`src/rtl/control_pkt_rx.sv`:
```
// Control packet receiver: pulls fixed-length packets out of a USB byte FIFO,
// validates index and XOR checksum, and commits the payload atomically into
// one of NUM_REGS control register banks.
module control_pkt_rx #(
   parameter int PAY_BYTES = 30,
   parameter int NUM_REGS  = 4
) (
   input  logic                            clk_100M,
   input  logic                            nrst,
   output logic                            usb_rd_clk,
   output logic                            usb_rd_valid,
   input  logic [7:0]                      usb_readdata,
   input  logic [7:0]                      usb_rxbytes,
   output logic [NUM_REGS*PAY_BYTES*8-1:0] cont_regs,
   output logic [NUM_REGS-1:0]             cont_update,
   output logic                            cont_en,
   output logic [15:0]                     cont_gain,
   output logic [15:0]                     cont_off,
   output logic                            pkt_err,
   output logic [7:0]                      err_cnt
);

   localparam int         PKT_BYTES = PAY_BYTES + 2;
   localparam int         BANK_W    = PAY_BYTES * 8;
   localparam logic [7:0] PKT_LEN   = 8'(PKT_BYTES);
   localparam logic [5:0] LAST_IDX  = 6'(PKT_BYTES - 1);

   typedef enum logic [1:0] {
      IDLE,
      READ,
      CHECK,
      COMMIT
   } state_e;

   state_e                            state_q, state_d;
   logic                              rd_valid_q, rd_valid_d;
   logic [5:0]                        pop_cnt_q, pop_cnt_d;
   logic                              data_vld_q;
   logic [5:0]                        rx_cnt_q;
   logic [7:0]                        idx_q;
   logic [7:0]                        xor_q;
   logic [7:0]                        chk_q;
   logic [BANK_W-1:0]                 stage_q;
   logic [NUM_REGS*BANK_W-1:0]        cont_regs_q;
   logic [NUM_REGS-1:0]               cont_update_q;
   logic                              pkt_err_q;
   logic [7:0]                        err_cnt_q;
   logic                              sample;
   logic                              pkt_ok;

   // A FIFO byte is present exactly one cycle after each pop.
   assign sample = (state_q == READ) && data_vld_q;
   assign pkt_ok = (xor_q == chk_q) && (idx_q < 8'(NUM_REGS));

   // Next-state logic: start on a full packet in the FIFO, pop exactly
   // PKT_BYTES bytes, then judge and commit the staged packet.
   always_comb begin
      state_d    = state_q;
      rd_valid_d = rd_valid_q;
      pop_cnt_d  = pop_cnt_q;
      case (state_q)
         IDLE: begin
            if (usb_rxbytes >= PKT_LEN) begin
               state_d    = READ;
               rd_valid_d = 1'b1;
               pop_cnt_d  = '0;
            end
         end
         READ: begin
            if (rd_valid_q) begin
               pop_cnt_d = pop_cnt_q + 6'd1;
               if (pop_cnt_q == LAST_IDX) begin
                  rd_valid_d = 1'b0;
               end
            end
            if (sample && (rx_cnt_q == LAST_IDX)) begin
               state_d = CHECK;
            end
         end
         CHECK:   state_d = pkt_ok ? COMMIT : IDLE;
         COMMIT:  state_d = IDLE;
         default: state_d = IDLE;
      endcase
   end

   // State register together with the FIFO pop control.
   always_ff @(posedge clk_100M or negedge nrst) begin
      if (!nrst) begin
         state_q    <= IDLE;
         rd_valid_q <= 1'b0;
         pop_cnt_q  <= '0;
         data_vld_q <= 1'b0;
      end else begin
         state_q    <= state_d;
         rd_valid_q <= rd_valid_d;
         pop_cnt_q  <= pop_cnt_d;
         data_vld_q <= rd_valid_q;
      end
   end

   // Staging: capture the index, shift payload bytes in so byte 0 lands in
   // the LSBs, keep a running XOR and hold the received checksum byte.
   always_ff @(posedge clk_100M or negedge nrst) begin
      if (!nrst) begin
         rx_cnt_q <= '0;
         idx_q    <= '0;
         xor_q    <= '0;
         chk_q    <= '0;
         stage_q  <= '0;
      end else if (state_q == IDLE) begin
         rx_cnt_q <= '0;
         xor_q    <= '0;
      end else if (sample) begin
         rx_cnt_q <= rx_cnt_q + 6'd1;
         if (rx_cnt_q == 6'd0) begin
            idx_q <= usb_readdata;
            xor_q <= usb_readdata;
         end else if (rx_cnt_q != LAST_IDX) begin
            stage_q <= {usb_readdata, stage_q[BANK_W-1:8]};
            xor_q   <= xor_q ^ usb_readdata;
         end else begin
            chk_q <= usb_readdata;
         end
      end
   end

   // Committed banks, update/error pulses and the saturating error counter.
   always_ff @(posedge clk_100M or negedge nrst) begin
      if (!nrst) begin
         cont_regs_q   <= '0;
         cont_update_q <= '0;
         pkt_err_q     <= 1'b0;
         err_cnt_q     <= '0;
      end else begin
         cont_update_q <= '0;
         pkt_err_q     <= 1'b0;
         if ((state_q == CHECK) && !pkt_ok) begin
            pkt_err_q <= 1'b1;
            if (err_cnt_q != 8'hFF) begin
               err_cnt_q <= err_cnt_q + 8'd1;
            end
         end
         if (state_q == COMMIT) begin
            for (int n = 0; n < NUM_REGS; n++) begin
               if (idx_q == 8'(n)) begin
                  cont_regs_q[n*BANK_W +: BANK_W] <= stage_q;
                  cont_update_q[n]                <= 1'b1;
               end
            end
         end
      end
   end

   assign usb_rd_clk   = clk_100M;
   assign usb_rd_valid = rd_valid_q;
   assign cont_regs    = cont_regs_q;
   assign cont_update  = cont_update_q;
   assign pkt_err      = pkt_err_q;
   assign err_cnt      = err_cnt_q;
   assign cont_en      = cont_regs_q[0];
   assign cont_gain    = cont_regs_q[23:8];
   assign cont_off     = cont_regs_q[39:24];

endmodule

```
`config.mk`:
```
export PLATFORM = sky130hd
export DESIGN_NAME = control_pkt_rx
export DESIGN_NICKNAME = d
export VERILOG_FILES = /design/src/rtl/control_pkt_rx.sv
export SDC_FILE = /design/constraint.sdc
export NUM_CORES = 2
export LEC_CHECK = 0
export BUFFER_PORTS_ARGS = -buffer_cell sky130_fd_sc_hd__buf_2
export CAP_MARGIN = 30
export CELL_PAD_IN_SITES_DETAIL_PLACEMENT = 1
export CELL_PAD_IN_SITES_GLOBAL_PLACEMENT = 2
export CORE_AREA = 2 2 400 402
export DETAILED_ROUTE_END_ITERATION = 10
export DIE_AREA = 0 0 402 404
export PLACE_DENSITY = 0.73
export SETUP_SLACK_MARGIN = 0.02
export SLEW_MARGIN = 10
export SYNTH_ARGS = -nofsm -noshare
export SYNTH_HDL_FRONTEND = slang
export SYNTH_SLANG_ARGS = --single-unit
```
`constraint.sdc`:
```
create_clock -name clk_100M -period 2.66 [get_ports clk_100M]
set_input_delay 0.532 -clock clk_100M [delete_from_list [all_inputs] [get_ports clk_100M]]
set_output_delay 0.532 -clock clk_100M [all_outputs]
set_load 0.01 [all_outputs]
```
* After elaboration in Yosys (flattened, before gate mapping)
Cells that the tools add are included.
** Storage, ports and cells
- Register bits :: 1253
- Output and inout bits :: 1008
- Logic and storage cells :: 85
** Operators by class
- Add/sub/neg operators :: 3
- Order comparisons :: 2
- Eq/ne operators :: 14
- Mux-type cells :: 23
- Bitwise gates (word level) :: 4
- Reduce and logical (&&, ||, !) cells :: 23
** Operators by type and width (count)
- 8-bit 2-to-1 mux :: 4
- 6-bit 2-to-1 mux :: 4
- 8-bit by 2-bit equality test with 1-bit output (second input constant) :: 2
- 2-bit AND reduction :: 8
- 6-bit by 1-bit adder with 6-bit output (second input constant) :: 2
- 6-bit by 5-bit equality test with 1-bit output (second input constant) :: 2
- 6-bit case mux with 2 select lines :: 1
- 8-bit by 1-bit adder with 8-bit output (second input constant) :: 1
- 8-bit by 1-bit equality test with 1-bit output (second input constant) :: 1
- 8-bit equality test :: 1
- 8-bit by 6-bit greater-or-equal comparator with 1-bit output (second input constant) :: 1
- 8-bit zero test :: 1
- 8-bit by 3-bit less-than comparator with 1-bit output (second input constant) :: 1
- 1-bit 2-to-1 mux :: 8
- 8-bit != test (second input constant) :: 1
- 2-bit case mux with 4 select lines :: 1
- 4-bit AND reduction :: 2
- 8-bit XOR :: 1
- 6-bit zero test :: 1
- 2-bit 2-to-1 mux :: 3
- 6-bit by 5-bit != test with 1-bit output (second input constant) :: 1
- 3-bit AND reduction :: 2
- 2-bit equality test (second input constant) :: 2
- 1-bit logical AND :: 4
- other kinds (10) :: 14

* Logic depth before layout (Yosys ltp)
- Word-level depth :: 5
- Gate-level depth with buffers :: 7

==> out/results.txt <==
Outcome -> complete, no violations
#FFs+latches synth -> 1,253
Final min period -> 2.471 ns
Nets -> 3,957
Row count -> 146
Top cell type's share of synthesized area -> 66.42%
Largest net degree at the start of global routing -> 93
Flip-flop and latch area -> 0.03136 mm2
Power Dens Cells -> 755.4 mW/mm2
Vias after detailed routing -> 28,758
Hold Startpoint -> usb_rxbytes[5]
RD Place Congestion -> 0.8047
Post-route cell area -> 0.06025 mm2
Commonest non-fill, non-tap cell in the layout -> dfrtp_1
Final wirelength -> 157,400 um
First-pass GRT wire length -> 226,900 um
CP arrival -> 3.19 ns
Die Height -> 404 um
Yosys cell types -> 40
CP Capture Type -> flip-flop
Vias per inst -> 4.704
Final Max Slew Viols -> 0
Total power -> 45.51 mW
Filler instances -> 16,403
DIE AREA -> 0.1624 mm2
Clk slew on worst S/H paths -> 0.06 ns
Worst path required time -> 3.38 ns
Setup ws final -> 0.1889 ns
Post-CTS setup buffer count -> 0
TritonCTS clock tree -> built
Critical path launch point type -> flip-flop
Final core occ -> 38.17%
Final worst-path cycle share -> 92.90%
Worst Clk Skew -> 0.03038 ns
Die Span X -> 402 um
Sequential element share of the synthesized area -> 66.42%
Final-report hold violation count -> 0
Starting DRT DRC Count -> 1,253
Initial DRT Pass Iterations -> 4
Mapped Area -> 0.04721 mm2
Synth warn -> 0
Buffers on Ports -> 1,020
Share of cells above drive strength 1 -> 58.06%
Final HPWL DP -> 114,800 um
Initial core utilization -> 29.91%
Worst vdd ir -> 0.5862 mV
Top Layer Used -> met5
Number of max-cap violations -> 0
HP Class -> in -> reg
CP startpoint -> idx_q[3]
LEAKAGE -> 33.61 nW
Vias in the first global route -> 31,063
Crit Path Class -> reg -> reg
Worst Tran Pin Value -> 0.8395 ns
Crit-path cells -> nor2_1, nand3_1, nor3_2, nand2_4, buf_12, mux2_2
Placed Instances -> 5,851
Core Area -> 0.1578 mm2
Rel. slew slack -> 44.03%
Total gr overflow -> 0
Post-DP Area -> 0.05541 mm2
Commonest non-fill, non-tap cells in the layout -> dfrtp_1 (1,253), buf_2 (1,019), mux2_2 (989)
Final setup viols -> 0
Pre-CTS setup slack -> 0.2484 ns
Antenna violations before repair -> 15
Slowest CP cell -> mux2_2
Top FF cell, synth -> dfrtp_1
Metal3 WL -> 11,630 um
Finished Layout Cells -> 6,113
Cell taking the most area after synthesis -> dfrtp_1
DRC -> 0
Most area-consuming cells after synthesis -> dfrtp_1 (66%), mux2_2 (24%), mux2_1 (5.5%)
Ports -> 1,026
Crit-path max cell delay -> 0.47 ns
Synthesized net count -> 2,844
Async set-reset flop share out of synthesis -> 100.0%
Hold slack -> 0.08463 ns
GR Util All Layers -> 19.03%
EDFF count, synth -> 0
Max Freq -> 0.4047 GHz
Post-route ant nets -> 0
Synth Instances -> 2,822
Setup TNS -> 0 ns
RSZ-0062 raised after global routing -> false
Reg2reg start -> idx_q[3]
Synth Area per Inst -> 16.73 um2
Metal2 WL -> 79,290 um
Met1 Wirelength -> 61,050 um
Clk Latency, worst-skew pair -> 0.86 ns
Area Overhead vs Synth -> 27.62%
Multi-input logic area -> 0.01480 mm2
CP max FO -> 92
Routed wire per std cell -> 25.75 um
## state kept, by name, indices dropped and copies added (netlist names), 6 cells and up
signal     flops
err_cnt        8
pop_cnt_q      6
stage_q      240
idx_q          8
chk_q          8
xor_q          8
rx_cnt_q       6
cont_regs    960
## layout make-up
| cell class | instances | share of cell area (%) |
|---|---|---|
| Multi-Input combinational cell | 1388 | 24.56 |
| Antenna cell | 4 | 0.01661 |
| Clock buffer | 216 | 7.017 |
| Clock inverter | 34 | 0.8473 |
| Sequential cell | 1253 | 52.04 |
| Inverter | 6 | 0.03738 |
| Timing Repair Buffer | 1140 | 11.18 |
| Tap cell | 2072 | 4.303 |
## final timing paths
check	to	slack, ns	cells after the start
setup / recovery	cont_regs[528]	0.19	6
min in group asynchronous	cont_regs[112]	0.22	2
hold reg to reg	cont_regs[324]	0.48	1
hold / removal	state_q[0]	0.08	3
setup reg to reg	cont_regs[528]	0.19	6
max in group asynchronous	stage_q[208]	1.44	5
## synthesized netlist by cell type (6+ instances only)
master and number:
mux2_1 229, nand4_1 8, clkbuf_1 20, inv_1 6, dfrtp_1 1253, nand2_1 16
xor2_1 15, nor2_1 18, a21oi_1 9, nand3_1 29, nor4_1 7, buf_2 56
mux2_2 989, buf_4 94, o21ai_0 19
## power by group
part	internal [mW]	leakage, nW	switching (mW)
clock	11.6	2.31	8.15
sequential	20.3	17.2	3.20
combinational	1.26	14.1	1.02
## per-layer routing
metal	up-vias	global-route usage, %
met5	-	0
met4	6	6.668
met3	241	6.011
met2	862	32.83
met1	15423	22.24
li1	12226	-
## logic make-up (layout without fill, tap and decap cells)
family                   after synthesis  count (layout)  synth area share, %
AND/OR/NAND/NOR                      107             107                1.232
multiplexers                        1221            1221                29.12
XOR/XNOR                              16              16               0.2969
other                                  0               4                    0
adder cells (fa/ha/maj)                4               4               0.1060
buffers and inverters                181            1396                2.335
flip-flops                          1253            1253                66.42
AO/OA/AOI/OAI                         40              40               0.4956
## worst max-delay path: cells and delay by family (launching register included)
kind / cells / cell delay [ns]
AND/OR/NAND/NOR: 4 / 0.92
flip-flops: 1 / 0.38
buffers and inverters: 1 / 0.26
multiplexers: 1 / 0.47
## what timing repair did
item | CTS | global route
resized for setup | 0 | 1
setup endpoints to repair | 0 | 30
hold buffers | 9 | 0
hold endpoints to repair | 63 | 0
(Power assumes the default switching activity.)
